[src/rtl/game_pkg.sv]
`default_nettype none
// ============================================================================
//  Module      : game_pkg
//  Description : Shared definitions for the game-progress controller and the
//                HUD/text renderer: game state / game_status codes and the
//                player_status codes reported by the player/physics logic.
//  Revision    : 1.0 - initial release
// ============================================================================
package game_pkg;

    // State register value doubles as the game_status code seen by the HUD.
    typedef enum logic [2:0] {
        ST_IDLE      = 3'd0,
        ST_PLAY      = 3'd1,
        ST_LEVEL_UP  = 3'd2,
        ST_WORLD_UP  = 3'd3,
        ST_LIFE_LOST = 3'd4,
        ST_LOSE      = 3'd5,
        ST_WIN       = 3'd6
    } game_state_e;

    // player_status codes; PS_RESERVED is treated exactly like PS_PLAYING.
    localparam logic [1:0] PS_PLAYING  = 2'd0;
    localparam logic [1:0] PS_PASS     = 2'd1;
    localparam logic [1:0] PS_DIED     = 2'd2;
    localparam logic [1:0] PS_RESERVED = 2'd3;

    // True for the three timed banner screens.
    function automatic logic is_banner(input game_state_e s);
        return (s == ST_LEVEL_UP) || (s == ST_WORLD_UP) || (s == ST_LIFE_LOST);
    endfunction

endpackage
`default_nettype wire

[src/rtl/banner_timer.sv]
`default_nettype none
// ============================================================================
//  Module      : banner_timer
//  Description : Banner hold counter. Counts up while 'run' is high and parks
//                at BANNER_CYCLES-1, where 'done' is asserted. 'clear' returns
//                the count to zero and has priority over 'run'.
//  Ports       : clk, reset (sync, active-high), clear, run -> done
//  Revision    : 1.0 - initial release
// ============================================================================
module banner_timer #(
    parameter  int BANNER_CYCLES = 100_000_000,
    localparam int TW            = $clog2(BANNER_CYCLES + 1)
) (
    input  logic clk,
    input  logic reset,
    input  logic clear,
    input  logic run,
    output logic done
);

    localparam logic [TW-1:0] c_last_count = TW'(BANNER_CYCLES - 1);

    logic [TW-1:0] r_count;

    always_ff @(posedge clk) begin
        if (reset || clear) begin
            r_count <= '0;
        end else if (run && (r_count != c_last_count)) begin
            r_count <= r_count + TW'(1);
        end
    end

    assign done = (r_count == c_last_count);

endmodule
`default_nettype wire

[src/rtl/game_progress_ctrl.sv]
`default_nettype none
// ============================================================================
//  Module      : game_progress_ctrl
//  Description : Game-progress controller. Tracks world, level and lives and
//                sequences IDLE -> PLAY -> banner screens -> LOSE / WIN.
//  Ports       : clk, reset        clock, synchronous active-high reset
//                start_button      level input, rising edge acts
//                player_status     0 playing, 1 pass, 2 died, 3 = 0
//                extra_life        one-cycle pickup pulse
//                pause             freezes play and banner timing
//                game_status       state code (registered)
//                world/level/lives progress counters (registered)
//                banner_active     high on LEVEL_UP/WORLD_UP/LIFE_LOST
//  Revision    : 1.0 - initial release
// ============================================================================
module game_progress_ctrl
    import game_pkg::*;
#(
    parameter  int NUM_WORLDS       = 3,
    parameter  int LEVELS_PER_WORLD = 7,
    parameter  int START_LIVES      = 3,
    parameter  int MAX_LIVES        = 9,
    parameter  int BANNER_CYCLES    = 100_000_000,
    localparam int WW = (NUM_WORLDS > 1)       ? $clog2(NUM_WORLDS)       : 1,
    localparam int LW = (LEVELS_PER_WORLD > 1) ? $clog2(LEVELS_PER_WORLD) : 1,
    localparam int HW = $clog2(MAX_LIVES + 1)
) (
    input  logic          clk,
    input  logic          reset,
    input  logic          start_button,
    input  logic [1:0]    player_status,
    input  logic          extra_life,
    input  logic          pause,
    output logic [2:0]    game_status,
    output logic [WW-1:0] world,
    output logic [LW-1:0] level,
    output logic [HW-1:0] lives,
    output logic          banner_active
);

    localparam logic [WW-1:0] c_last_world  = WW'(NUM_WORLDS - 1);
    localparam logic [LW-1:0] c_last_level  = LW'(LEVELS_PER_WORLD - 1);
    localparam logic [HW-1:0] c_max_lives   = HW'(MAX_LIVES);
    localparam logic [HW-1:0] c_start_lives = HW'(START_LIVES);
    localparam logic [HW-1:0] c_one_life    = HW'(1);

    game_state_e   r_state;
    game_state_e   w_next_state;
    logic [WW-1:0] r_world;
    logic [WW-1:0] w_world_nxt;
    logic [LW-1:0] r_level;
    logic [LW-1:0] w_level_nxt;
    logic [HW-1:0] r_lives;
    logic [HW-1:0] w_lives_nxt;
    logic [HW-1:0] w_lives_up;
    logic          r_banner_active;
    logic          w_banner_nxt;

    logic          r_btn_prev;
    logic          r_start_edge;

    logic          w_pass;
    logic          w_died;
    logic          w_in_banner;
    logic          w_timer_done;
    logic          w_timer_run;
    logic          w_timer_clear;
    logic          w_expire;

    // ------------------------------------------------------------------------
    // Start-button edge detect. The previous-sample flop comes out of reset
    // as "high" so a button held through reset must be released and pressed
    // again. The detected edge is registered, so control reacts on the second
    // clock edge after the rise.
    // ------------------------------------------------------------------------
    always_ff @(posedge clk) begin
        if (reset) begin
            r_btn_prev   <= 1'b1;
            r_start_edge <= 1'b0;
        end else begin
            r_btn_prev   <= start_button;
            r_start_edge <= start_button & ~r_btn_prev;
        end
    end

    // ------------------------------------------------------------------------
    // Status decode and banner timing
    // ------------------------------------------------------------------------
    assign w_pass      = (player_status == PS_PASS);
    assign w_died      = (player_status == PS_DIED);
    assign w_in_banner = is_banner(r_state);

    // Leaving a banner also needs status released, otherwise a pass/died
    // that is still being reported would be counted a second time.
    assign w_expire      = w_in_banner & ~pause & w_timer_done & ~(w_pass | w_died);
    assign w_timer_run   = w_in_banner & ~pause & ~w_timer_done;
    // Held at zero outside banners, so every banner starts from zero.
    assign w_timer_clear = ~w_in_banner | w_expire;

    banner_timer #(
        .BANNER_CYCLES (BANNER_CYCLES)
    ) u_banner_timer (
        .clk   (clk),
        .reset (reset),
        .clear (w_timer_clear),
        .run   (w_timer_run),
        .done  (w_timer_done)
    );

    assign w_lives_up = (r_lives == c_max_lives) ? r_lives : (r_lives + c_one_life);

    // ------------------------------------------------------------------------
    // FSM: state register (with counters and registered outputs)
    // ------------------------------------------------------------------------
    always_ff @(posedge clk) begin
        if (reset) begin
            r_state         <= ST_IDLE;
            r_world         <= '0;
            r_level         <= '0;
            r_lives         <= c_start_lives;
            r_banner_active <= 1'b0;
        end else begin
            r_state         <= w_next_state;
            r_world         <= w_world_nxt;
            r_level         <= w_level_nxt;
            r_lives         <= w_lives_nxt;
            r_banner_active <= w_banner_nxt;
        end
    end

    // ------------------------------------------------------------------------
    // FSM: next-state and counter update
    // ------------------------------------------------------------------------
    always_comb begin
        w_next_state = r_state;
        w_world_nxt  = r_world;
        w_level_nxt  = r_level;
        w_lives_nxt  = r_lives;

        case (r_state)
            ST_IDLE: begin
                if (r_start_edge) begin
                    w_next_state = ST_PLAY;
                end
            end

            ST_PLAY: begin
                if (extra_life) begin
                    w_lives_nxt = w_lives_up;
                end
                if (!pause) begin
                    if (w_pass) begin
                        if (r_level < c_last_level) begin
                            w_level_nxt  = r_level + LW'(1);
                            w_next_state = ST_LEVEL_UP;
                        end else if (r_world < c_last_world) begin
                            w_level_nxt  = '0;
                            w_world_nxt  = r_world + WW'(1);
                            w_next_state = ST_WORLD_UP;
                        end else begin
                            w_next_state = ST_WIN;
                        end
                    end else if (w_died) begin
                        if (extra_life) begin
                            // Pickup and death cancel; cannot be the last life.
                            w_lives_nxt  = r_lives;
                            w_next_state = ST_LIFE_LOST;
                        end else begin
                            // PLAY always holds at least one life.
                            w_lives_nxt  = r_lives - c_one_life;
                            w_next_state = (r_lives == c_one_life) ? ST_LOSE : ST_LIFE_LOST;
                        end
                    end
                end
            end

            ST_LEVEL_UP, ST_WORLD_UP, ST_LIFE_LOST: begin
                if (extra_life) begin
                    w_lives_nxt = w_lives_up;
                end
                if (w_expire) begin
                    w_next_state = ST_PLAY;
                end
            end

            ST_LOSE, ST_WIN: begin
                if (r_start_edge) begin
                    w_next_state = ST_IDLE;
                    w_world_nxt  = '0;
                    w_level_nxt  = '0;
                    w_lives_nxt  = c_start_lives;
                end
            end

            default: begin
                w_next_state = ST_IDLE;
            end
        endcase
    end

    // ------------------------------------------------------------------------
    // FSM: output decode (registered in the state process)
    // ------------------------------------------------------------------------
    always_comb begin
        w_banner_nxt = is_banner(w_next_state);
    end

    assign game_status   = r_state;
    assign world         = r_world;
    assign level         = r_level;
    assign lives         = r_lives;
    assign banner_active = r_banner_active;

endmodule
`default_nettype wire

[config.mk]
export PLATFORM = sky130hd
export DESIGN_NAME = game_progress_ctrl
export DESIGN_NICKNAME = d
export VERILOG_FILES = /design/src/rtl/game_pkg.sv /design/src/rtl/banner_timer.sv /design/src/rtl/game_progress_ctrl.sv
export SDC_FILE = /design/constraint.sdc
export NUM_CORES = 1
export LEC_CHECK = 0
export CORE_MARGIN = 5
export CORE_UTILIZATION = 41
export CTS_CLUSTER_DIAMETER = 80
export DETAILED_ROUTE_END_ITERATION = 8
export DONT_BUFFER_PORTS = 1
export MAX_ROUTING_LAYER = met4
export PLACE_DENSITY = 0.64
export SYNTH_ARGS = -nofsm -noshare
export SYNTH_HDL_FRONTEND = slang
export SYNTH_SLANG_ARGS = --single-unit
[constraint.sdc]
create_clock -name clk -period 2.35 [get_ports clk]
set_input_delay 0.235 -clock clk [delete_from_list [all_inputs] [get_ports clk]]
set_output_delay 0.235 -clock clk [all_outputs]
set_load 0.02 [all_outputs]
* Yosys cells after proc, flatten, opt, wreduce, memory -nomap -nowiden
Cells that the tools add are included.
** Storage, ports and cells
- Flip-flop bits (word level) :: 42
- Bits of input ports :: 7
- Output and inout bits :: 13
- Word-level logic and storage cells :: 94
** Cells by class
- $add $sub $neg :: 5
- Magnitude comparators :: 2
- Equal/unequal tests :: 22
- Muxes and demuxes :: 31
- Bitwise logic cells :: 12
- Reductions and logical operators :: 14
** Operator list (number)
- $mux W3 :: 13
- $mux W4 :: 7
- $add A27 B1 Y27 const B :: 1
- $eq A27 B27 Y1 const B :: 1
- $ne A27 B27 Y1 const B :: 1
- $eq A3 B2 Y1 const B :: 4
- $eq A3 B3 Y1 const B :: 4
- $pmux W3 S4 :: 1
- $pmux W4 S3 :: 1
- $mux W2 :: 5
- $ne A2 B2 Y1 const B :: 5
- $pmux W3 S2 :: 1
- $reduce_and A6 Y1 :: 1
- $and A1 B1 Y1 :: 5
- $logic_or A1 B1 Y1 :: 5
- $ne A5 B5 Y1 const B :: 1
- $not A1 Y1 :: 5
- $reduce_and A5 Y1 :: 1
- $add A4 B1 Y4 const B :: 1
- $eq A4 B1 Y1 const B :: 1
- $eq A4 B4 Y1 const B :: 1
- $pmux W2 S2 :: 1
- $sub A4 B1 Y4 const B :: 1
- $add A3 B1 Y3 const B :: 1
- 16 further kinds :: 18

* Depth between registers and ports, before layout
- Depth after elaboration :: 11
- Gate-level depth with buffers :: 8
- Mapped depth without buffers :: 8

* By module
Synthesis repeated with hierarchy kept, for this count alone.
** Second synthesis, totals
- Cells, all modules :: 304
- Area total of the unflattened synthesis :: 2565.0 um^2
** Modules (own cells, without submodules)
- banner_timer :: times used 1, cells an instance 155, area an instance 1387.6 um^2, sequential area each 540.5 um^2
- game_progress_ctrl :: times used 1, cells an instance 149, area an instance 1177.4 um^2, sequential area each 300.3 um^2

* Worst setup path before layout
OpenSTA, ideal clock, no wires.
- Kind :: register to register
- From :: reg r_state[2] (netlist: game_status[2])
- To :: reg u_banner_timer.r_count[25]
- Library setup time :: 124 ps
- Arrival time :: 2006 ps
- Data required time :: 2226 ps
- Slack :: 219 ps
- Stages on the path, launching flop included :: 7
- Buffers on the path :: 0
- Clock period less this slack :: 2131 ps
- Cell sequence :: dfxtp_1 > or3b_2 > a21oi_2 > o211ai_2 > or3b_2 > xor2_1 > nor2_1
** Between the ends
- Longest elaborated chain between the ends :: 8
- Elaborated cells between the ends (all ways) :: 13
- Classes of those cells :: eq/ne (3); bitwise (6); reduce/logical (4)
** Ends and longest elaborated chain
- from (decl) :: line game_progress_ctrl.sv:47 : game_state_e r_state;
- from (signal assigned) :: line game_progress_ctrl.sv:123 : r_state <= w_next_state;
- $eq A3 B2 Y1 :: line game_pkg.sv:30 : return (s == ST_LEVEL_UP) || (s == ST_WORLD_UP) || (s == ST_LIFE_LOST);
- $logic_or A1 B1 Y1 :: line game_pkg.sv:30
- $logic_or A1 B1 Y1 * :: line game_pkg.sv:30
- $and A1 B1 Y1 :: line game_progress_ctrl.sv:95, game_progress_ctrl.sv:96
- $and A1 B1 Y1 (2 in a row) :: line game_progress_ctrl.sv:95 : assign w_expire = w_in_banner & ~pause & w_timer_done & ~(w_pass | w_died);
- $or A1 B1 Y1 :: line game_progress_ctrl.sv:98 : assign w_timer_clear = ~w_in_banner | w_expire;
- $logic_or A1 B1 Y1 :: line banner_timer.sv:26 : if (reset || clear) begin
- to (signal assigned) :: line banner_timer.sv:29 : r_count <= r_count + TW'(1);
- to (decl) :: line banner_timer.sv:23 : logic [TW-1:0] r_count;
Mark *: on every way between the ends. The rest lies on a longest branch, timed or not.
A chain may end at the register's enable or synchronous reset.

* Worst setup path after layout
- From :: reg u_banner_timer.r_count[9]
- To :: reg u_banner_timer.r_count[21]
** Between the ends
- Longest elaborated chain between the ends :: 5
- Elaborated cells between the ends (all ways) :: 10
- Classes of those cells :: add/sub (1); eq/ne (2); bitwise (5); reduce/logical (2)
** Ends and longest elaborated chain
- parallel branches: the longest is 5 deep, another holds $add A27 B1 Y27
Parallel ways; which one is timed is not known.

==> flow_summary.ini <==
[run_status]
status = completed

[yosys]
yosysTopAreaCellShare_pct = 35.07
synth_area_um2 = 2397
syn_nets = 298
synth-main-ff-cell = dfxtp_1
ys_types = 56
synth_edf_count = 0
yosysTopAreaCell = dfxtp_1
synth_cells = 283
seq_area_frac_synth_pct = 35.07
ys_top_cells_by_count = 42 x dfxtp_1, 42 x nor2_1, 21 x xnor2_1, 19 x nand2_1, 13 x nand3_1
synth_seq_cells = 42
synthArstFlopShare_pct = 0
syn_avg_cell_area_um2 = 8.471
yosysWarnings = 0
synth.area.top_cells = dfxtp_1 35%, xnor2_1 7.7%, nor2_1 6.6%

[power]
total_power_uw = 1331
ir_worst_vdd_mv = 0.3715
cellLeakagePower_uw = 0.0009179
power_density_nw_per_um2 = 496.4

[floorplan]
core-area_um2 = 5608
dieHeight_um = 86.47
die_width_um = 86.47
rows = 27
ios = 20
initial_core_util_pct = 42.75
die_area_um2 = 7476

[clock_network]
clkTransAtPathRegs_ns = 0.08
insertion_delay_ns = 0.30
cts.sinks = 42
clockRootBuffer = clkbuf_8
cts_tree = done
clockBufferDepth = 2
cts_max_level = 2
numCtsBuffers = 5

[sta]
grt_setup_unrepaired = no
clock_skew_ns = 0.006090
hold_violations = 0
relSlewSlack_pct = 59.47
worst_pin_slew_ns = 0.6061
setup_slack_ns = 0.1193
period_share_pct = 94.92
fmax_mhz = 448.3
tns_ns = 0
maxSlewViolCount = 0
finalCriticalPeriod_ns = 2.231
setup_viol = 0

[routing]
antenna_left = 0
drt_iter0_drc = 79
route.vias.total = 1989
viasPerCell = 5.347
detail_route.first_pass.iterations = 4
wl_per_cell_um = 13.87
drc = 0
wirelength_mm = 5.161

[setup_path]
cp-endpoint = u_banner_timer.r_count[21]
rr_endpoint = u_banner_timer.r_count[21]
rr_worst_depth = 7
worst-path-max-fanout = 6
cp.required_ns = 2.54
rrSetupSlack_ns = 0.12
start_kind = flip-flop
crit_type = flip-flop to flip-flop
crit_path_start = u_banner_timer.r_count[9]
r2r-start = u_banner_timer.r_count[9]
crit_arrival_ns = 2.42
worst_setup_path_end_kind = flip-flop

[global_route]
antenna_found_initial = 0
grt_pass1_vias = 1955
gr-usage-all-layers_pct = 15.42
grt_max_degree = 28
grt_pass1_wl_mm = 9.066
overflow = 0

[placed_design]
place_ws_ns = 0.1166
place.gp.congestion = 0.8307
dp_hpwl_mm = 3.705
dp_cells = 363
dpl-instance-area_um2 = 2580
port_buffers = 0

[finish]
final_nets = 314
postLayoutCellArea_um2 = 2681
nFillCells = 573
final_cell_count_no_fill = 372
diodes = 0
drive_gt1_share_pct = 14.33
syn_to_final_growth_pct = 11.85

[worst_hold_path]
hold_path_class = input pin to flip-flop

[job]
cap_violations = 0
## power breakdown
group          switching (uW)  total (uW)  internal (uW)
clock network             254         491            237
logic                    61.2         111           50.3
registers                9.41         729            719
## critical path, cell delays in order, from the launching register on
cell	delay, ns
dfxtp_1	0.34
or4b_4	0.56
or4_4	0.56
o211ai_2	0.21
buf_4	0.20
nor3_2	0.05
xnor2_1	0.13
nor2_1	0.06
## layer usage
metal / wire, um / GRT usage, % / share of wire (%) / vias up
li1: - / - / - / 1028
met1: 2332 / 18.52 / 45 / 916
met2: 2430 / 25.03 / 47 / 35
met3: 298 / 3.612 / 5.8 / 10
met4: 100 / 5.807 / 1.9 / 0
met5: 0 / - / 0 / -
## how the worst min path moves through the flow
| stage | cells past startpoint | to | startpoint |
|---|---|---|---|
| 6_report | 1 | lives[1] | reset |
| 5_1_grt | 1 | lives[1] | reset |
| 3_3_place_gp | 1 | lives[3] | reset |
| 4_1_cts | 1 | lives[1] | reset |
| 3_5_place_dp | 1 | lives[3] | reset |
| 2_1_floorplan | 1 | r_btn_prev | start_button |
## registers in the layout (all words and copies together), names as in the netlist
name and count:
r_start_edge 1, game_status 3, r_btn_prev 1, world 2
banner_active 1, level 3, lives 4, u_banner_timer.r_count 27
## area by class of cell
cell class,instances,area [um^2],share of cell area (%)
flip-flops and latches,42,840.8,31.36
well taps,72,90.09,3.360
clock inverters,1,5.005,0.1867
inverters,10,37.54,1.400
multi-input cells,223,1479,55.16
repair buffers,17,142.6,5.320
clock buffers,7,86.33,3.220
## per-stage QoR
stage / hold WS (ns) / util, %
6_report: 0.02622 / 47.81
3_5_place_dp: 0.3108 / 46.01
3_3_place_gp: 0.3087 / 46.01
2_1_floorplan: 0.3388 / -
4_1_cts: 0.01950 / 47.81
5_1_grt: 0.02229 / 47.81
## layout by cell type, fill, tap and decap left out, types with 2 or more instances in the layout
| cell | n |
|---|---|
| mux2i_1 | 3 |
| or3b_2 | 2 |
| xnor2_1 | 21 |
| and3_1 | 8 |
| inv_1 | 10 |
| nor3_2 | 6 |
| nor2b_1 | 2 |
| and4_1 | 2 |
| mux2_2 | 2 |
| nand3_1 | 13 |
| a21o_1 | 3 |
| ha_1 | 8 |
| nor3_1 | 8 |
| nand4_1 | 7 |
| o21ai_1 | 2 |
| a211oi_1 | 2 |
| o22ai_1 | 2 |
| a21oi_1 | 11 |
| or3_1 | 4 |
| nand2_1 | 19 |
| buf_4 | 15 |
| dfxtp_1 | 42 |
| nand3b_1 | 3 |
| nor3b_1 | 3 |
| clkbuf_8 | 6 |
| nand2b_1 | 7 |
| and2_1 | 2 |
| o21ai_0 | 4 |
| nor2_1 | 42 |
| xor2_1 | 9 |
| nand4b_1 | 4 |
## cells by family (layout without fill, tap and decap cells)
group | count (synthesis) | after routing | share of synthesized area [%]
flip-flops | 42 | 42 | 35.07
AO/OA/AOI/OAI | 39 | 39 | 11.17
AND/OR/NAND/NOR | 141 | 141 | 33.19
XOR/XNOR | 30 | 30 | 10.96
adder cells (fa/ha/maj) | 8 | 8 | 4.176
buffers and inverters | 18 | 35 | 3.236
multiplexers | 5 | 5 | 2.192
## timing repair
item,CTS,global route
resized for setup,0,0
hold buffers,1,0
endpoints found under the hold margin,5,0
setup buffers,0,0
endpoints found under the setup margin,0,0
Power figures use the tool's default switching activity.
